## src/rtl/spi_ram_pkg.sv

```systemverilog
// Shared definitions for the SPI-attached RAM controller: command opcodes and
// the pointer wrap rule used by burst addressing.
package spi_ram_pkg;

    typedef enum logic [1:0] {
        WR_ADDR = 2'b00,
        WR_DATA = 2'b01,
        RD_ADDR = 2'b10,
        RD_DATA = 2'b11
    } cmd_e;

    // Post-increment with wrap from depth-1 back to 0; depth need not be 2^n.
    function automatic int unsigned next_ptr(input int unsigned ptr, input int unsigned depth);
        return (ptr == depth - 1) ? 0 : ptr + 1;
    endfunction

endpackage

```

## src/rtl/spi_ram_mem.sv

```systemverilog
// Single-port synchronous RAM with registered read data. A simultaneous write
// and read returns the write data (write-first); read data holds between reads.
module spi_ram_mem #(
    parameter int DATA_WIDTH = 8,
    parameter int DEPTH      = 256,
    parameter int ADDR_WIDTH = $clog2(DEPTH)
) (
    input  logic                  clk,
    input  logic                  rst,
    input  logic                  we,
    input  logic                  re,
    input  logic [ADDR_WIDTH-1:0] addr,
    input  logic [DATA_WIDTH-1:0] wdata,
    output logic [DATA_WIDTH-1:0] rdata
);

    logic [DATA_WIDTH-1:0] mem [DEPTH];

    // The array itself is never reset; only the output register is.
    always_ff @(posedge clk) begin
        if (we) mem[addr] <= wdata;
    end

    always_ff @(posedge clk or posedge rst) begin
        if (rst)     rdata <= '0;
        else if (re) rdata <= we ? wdata : mem[addr];
    end

endmodule

```

## src/rtl/spi_ram_ctrl.sv

```systemverilog
// Command decoder for the SPI RAM: address/data opcodes, independent write and
// read pointers with optional burst increment, and one-cycle tx_valid/cmd_err pulses.
module spi_ram_ctrl
    import spi_ram_pkg::*;
#(
    parameter int DATA_WIDTH = 8,
    parameter int DEPTH      = 256,
    parameter int ADDR_WIDTH = $clog2(DEPTH)
) (
    input  logic                  clk,
    input  logic                  rst,
    input  logic                  rx_valid,
    input  logic [DATA_WIDTH+1:0] din,
    input  logic                  burst_en,
    output logic [DATA_WIDTH-1:0] dout,
    output logic                  tx_valid,
    output logic                  cmd_err
);

    if (ADDR_WIDTH > DATA_WIDTH) begin : g_bad_addr_width
        $error("spi_ram_ctrl: ADDR_WIDTH exceeds DATA_WIDTH");
    end

    cmd_e                  op;
    logic [DATA_WIDTH-1:0] payload;
    logic                  in_range;

    logic [ADDR_WIDTH-1:0] wr_ptr, wr_ptr_nxt;
    logic [ADDR_WIDTH-1:0] rd_ptr, rd_ptr_nxt;
    logic                  rd_armed, rd_armed_nxt;
    logic                  tx_nxt, err_nxt;

    logic                  mem_we, mem_re;
    logic [ADDR_WIDTH-1:0] mem_addr;

    assign op      = cmd_e'(din[DATA_WIDTH+1:DATA_WIDTH]);
    assign payload = din[DATA_WIDTH-1:0];
    // One extra bit so DEPTH == 2^DATA_WIDTH still compares correctly.
    assign in_range = {1'b0, payload} < (DATA_WIDTH + 1)'(DEPTH);

    function automatic logic [ADDR_WIDTH-1:0] bump(input logic [ADDR_WIDTH-1:0] p);
        return ADDR_WIDTH'(next_ptr(32'(p), DEPTH));
    endfunction

    always_comb begin
        wr_ptr_nxt   = wr_ptr;
        rd_ptr_nxt   = rd_ptr;
        rd_armed_nxt = rd_armed;
        tx_nxt       = 1'b0;
        err_nxt      = 1'b0;
        mem_we       = 1'b0;
        mem_re       = 1'b0;
        mem_addr     = rd_ptr;
        if (rx_valid) begin
            unique case (op)
                WR_ADDR: begin
                    if (in_range) wr_ptr_nxt = payload[ADDR_WIDTH-1:0];
                    else          err_nxt    = 1'b1;
                end
                WR_DATA: begin
                    mem_we   = 1'b1;
                    mem_addr = wr_ptr;
                    if (burst_en) wr_ptr_nxt = bump(wr_ptr);
                end
                RD_ADDR: begin
                    if (in_range) begin
                        rd_ptr_nxt   = payload[ADDR_WIDTH-1:0];
                        rd_armed_nxt = 1'b1;
                    end else begin
                        err_nxt = 1'b1;
                    end
                end
                RD_DATA: begin
                    // Reading before any valid RD_ADDR is an error and leaves dout alone.
                    if (rd_armed) begin
                        mem_re = 1'b1;
                        tx_nxt = 1'b1;
                        if (burst_en) rd_ptr_nxt = bump(rd_ptr);
                    end else begin
                        err_nxt = 1'b1;
                    end
                end
                default: ;
            endcase
        end
    end

    always_ff @(posedge clk or posedge rst) begin
        if (rst) begin
            wr_ptr   <= '0;
            rd_ptr   <= '0;
            rd_armed <= 1'b0;
            tx_valid <= 1'b0;
            cmd_err  <= 1'b0;
        end else begin
            wr_ptr   <= wr_ptr_nxt;
            rd_ptr   <= rd_ptr_nxt;
            rd_armed <= rd_armed_nxt;
            tx_valid <= tx_nxt;
            cmd_err  <= err_nxt;
        end
    end

    // The memory's registered read port is the dout register.
    spi_ram_mem #(
        .DATA_WIDTH(DATA_WIDTH),
        .DEPTH     (DEPTH),
        .ADDR_WIDTH(ADDR_WIDTH)
    ) u_mem (
        .clk  (clk),
        .rst  (rst),
        .we   (mem_we),
        .re   (mem_re),
        .addr (mem_addr),
        .wdata(payload),
        .rdata(dout)
    );

endmodule

```

## config.mk

```make
export PLATFORM = sky130hd
export DESIGN_NAME = spi_ram_ctrl
export DESIGN_NICKNAME = d
export VERILOG_FILES = /design/src/rtl/spi_ram_pkg.sv /design/src/rtl/spi_ram_mem.sv /design/src/rtl/spi_ram_ctrl.sv
export SDC_FILE = /design/constraint.sdc
export NUM_CORES = 2
export LEC_CHECK = 0
export CAP_MARGIN = 10
export CORE_MARGIN = 5
export CORE_UTILIZATION = 50
export CTS_CLUSTER_DIAMETER = 60
export DETAILED_ROUTE_END_ITERATION = 16
export PLACE_DENSITY = 0.67
export SETUP_SLACK_MARGIN = 0.5
export SKIP_LAST_GASP = 1
export SYNTH_ARGS = -nofsm -noshare
export SYNTH_HDL_FRONTEND = slang
export SYNTH_SLANG_ARGS = --single-unit
```

## constraint.sdc

```tcl
create_clock -name clk -period 8 [get_ports clk]
set_input_delay 1.2 -clock clk [delete_from_list [all_inputs] [get_ports clk]]
set_output_delay 1.2 -clock clk [all_outputs]
set_load 0.1 [all_outputs]
```

==> flow_summary.json <==
{
  "max_freq_ghz": 0.170,
  "leakage_nw": 30.9,
  "worst_slack_ns": 2.13,
  "worst_slew_pin_slew_ns": 1.37,
  "grt_usage": 0.290,
  "relSlewSlack": 0.0799,
  "worstPathArrival_ns": 6.56,
  "holdWs_ns": 0.499,
  "cts_hold_buf": 0,
  "dpl-instance-area_um2": 86000,
  "finalClockSkew_ns": 0.0578,
  "synthArstFlopShare": 0.0130,
  "finalHoldViolations": 0,
  "drtPass1Iterations": 9,
  "wl_per_cell_um": 29.6,
  "synth.net_count": 6430,
  "finalMaxSlewViolations": 0,
  "power_mw": 26.3,
  "start_util": 0.502,
  "grt_pass1_vias": 52200,
  "utilization": 0.555,
  "post-cts-setup-buffers": 0,
  "grt_pass1_wl_mm": 371,
  "synth_area_um2": 83600,
  "area_growth_pct": 10.6,
  "vias": 55800,
  "synth_top_area_share": 0.736,
  "cp-startpoint": "din[8]",
  "fin_crit_ns": 5.87,
  "clockRootBuffer": "clkbuf_16",
  "fin_crit_sh": 0.733,
  "yosys_register_bits": 2075,
  "synth_area_leaders": "edfxtp_1 (74%), nand2_1 (8.1%), nand3_1 (4.1%)",
  "core_area_um2": 167000,
  "nets": 6373,
  "fp.dieArea_um2": 175000,
  "required_ns": 8.69,
  "cts_max_path_buffers": 3,
  "critPathLaunchType": "input pin",
  "overflow": 0,
  "tritoncts": "yes",
  "worstReg2RegStart": "wr_ptr[1]$_DFFE_PP0P_",
  "place.gp.congestion": 0.921,
  "synth_cell_types": 76,
  "finalNonFillerCells": 8746,
  "tns_ns": 0,
  "num_io_pins": 24,
  "stdcell_area_um2": 92500,
  "cp_max_fo": 22,
  "synth_edf_count": 2048,
  "finalSetupViolCount": 0,
  "num-fill-cells": 13300,
  "dp.cells": 8356,
  "drv_cap": 0,
  "die_y_um": 419,
  "wirelength_mm": 259,
  "min_path_type": "register to register",
  "viasPerCell": 6.38,
  "htree_levels": 4,
  "max-vdd-ir-drop_mv": 0.211,
  "crit_type": "input pin to register",
  "rows": 150,
  "portBuffers": 23,
  "yosysTopAreaCell": "edfxtp_1",
  "antenna_found_initial": 13,
  "dp_slack_ns": 1.57,
  "drtIter0Drc": 9422,
  "cts_sinks": 2075,
  "clock_latency_ns": 0.87,
  "ys_warn_count": 0,
  "grt_max_degree": 176,
  "status": "finished clean",
  "drive_gt1_frac": 0.0750,
  "rsz0062_at_grt": "no",
  "synth-seq-area-share": 0.744,
  "cts_buffers": 203,
  "dieWidth_um": 419,
  "postSynthCellCount": 6414,
  "ant_nets": 0,
  "dp_hpwl_mm": 154,
  "drc": 0,
  "hp-start": "rd_armed$_DFFE_PP0P_",
  "power_density_nw_per_um2": 284,
  "endpoint_kind": "register",
  "dominantRegCellSynth": "edfxtp_1",
  "synth.avg_cell_area_um2": 13.0,
  "cts-resized-gates": 0,
  "cts.clk_slew.worst_paths_ns": 0.06
}
[report_power, final]
part / total [mW] / internal (mW) / switching, mW
sequential: 12.1 / 12.0 / 0.113
clock: 9.34 / 5.22 / 4.12
combinational: 4.83 / 1.16 / 3.67
total: 26.3 / 18.4 / 7.91
[Yosys cell counts, types with 12 or more instances]
| cell | number |
|---|---|
| edfxtp_1 | 2048 |
| nand2_1 | 1801 |
| nand3_1 | 685 |
| nor2_1 | 307 |
| buf_2 | 247 |
| a21oi_1 | 198 |
| a31oi_1 | 146 |
| mux2i_1 | 134 |
| and3_1 | 93 |
| nand4_1 | 91 |
| clkbuf_1 | 89 |
| o21ai_0 | 57 |
| buf_4 | 55 |
| a22oi_1 | 53 |
| a32oi_1 | 50 |
| a311oi_1 | 40 |
| nor3_1 | 28 |
| dfrtp_1 | 27 |
| buf_1 | 25 |
| a211oi_1 | 18 |
| a221oi_1 | 14 |
| nand2b_1 | 14 |
| a41oi_1 | 12 |
| o31ai_1 | 12 |
[layer usage]
| layer | track usage | routed length, um |
|---|---|---|
| met5 | 0 | 42 |
| met1 | 0.404 | 96700 |
| met2 | 0.426 | 114000 |
| met3 | 0.0747 | 33000 |
| met4 | 0.148 | 14700 |
[cell families (layout without fill, tap and decap cells)]
| family | after synthesis | after routing | synth area share |
|---|---|---|---|
| simple gates | 3064 | 3064 | 0.156 |
| flops | 2075 | 2075 | 0.744 |
| compound gates | 694 | 694 | 0.0555 |
| buf+inv | 437 | 555 | 0.0268 |
| mux | 142 | 142 | 0.0174 |
| fa+ha+maj | 2 | 2 | 0.000299 |
| other cells | 0 | 10 | 0 |
[area by class of cell]
| class | count | area, um2 | area share |
|---|---|---|---|
| inverter | 9 | 33.8 | 0.000365 |
| multi-input combinational | 3902 | 19300 | 0.209 |
| antenna | 10 | 25.0 | 0.000271 |
| clock buffer | 266 | 5550 | 0.0600 |
| sequential | 2075 | 62200 | 0.672 |
| timing repair buffer | 166 | 1670 | 0.0180 |
| tap | 2204 | 2760 | 0.0298 |
| clock inverter | 114 | 932 | 0.0101 |
[final timing paths]
kind | cells after the start | slack [ns] | end
min reg2reg | 1 | 0.50 | cmd_err$_DFF_PP0_
max | 11 | 2.13 | u_mem.rdata[5]$_DFFE_PP0P_
min in group asynchronous | 3 | 0.81 | cmd_err$_DFF_PP0_
max in group asynchronous | 3 | 6.69 | u_mem.rdata[0]$_DFFE_PP0P_
min | 1 | 0.50 | cmd_err$_DFF_PP0_
max reg2reg | 10 | 2.75 | u_mem.rdata[1]$_DFFE_PP0P_
[worst max-delay path, cell delays in order]
cell,delay (ns)
clkdlybuf4s50_1,0.72
nand3b_4,0.42
buf_4,0.39
mux2i_2,0.18
buf_4,0.27
nand2_1,0.89
nor2_1,0.52
a31oi_1,0.46
nand4_1,0.14
o31ai_1,1.13
a31oi_1,0.20
[placed cells by master, fill, tap and decap left out, drive strengths merged, types with 13 or more instances in the layout]
| cell | n |
|---|---|
| edfxtp | 2048 |
| nand2 | 1806 |
| nand3 | 685 |
| nor2 | 309 |
| clkbuf | 274 |
| a21oi | 202 |
| a31oi | 146 |
| buf | 142 |
| mux2i | 136 |
| clkinv | 94 |
| and3 | 93 |
| nand4 | 91 |
| o21ai | 59 |
| a22oi | 53 |
| a32oi | 50 |
| a311oi | 40 |
| nor3 | 28 |
| dfrtp | 27 |
| a211oi | 18 |
| clkdlybuf4s50 | 15 |
| inv | 15 |
| nand2b | 14 |
| a221oi | 14 |
| o31ai | 13 |
[flip-flops by register name (all words and copies together), names as in the netlist]
name and cells:
cmd_err 1, wr_ptr 8, tx_valid 1, u_mem.rdata 8, rd_ptr 8, rd_armed 1
u_mem.mem 2048
Power figures use the tool's default switching activity.
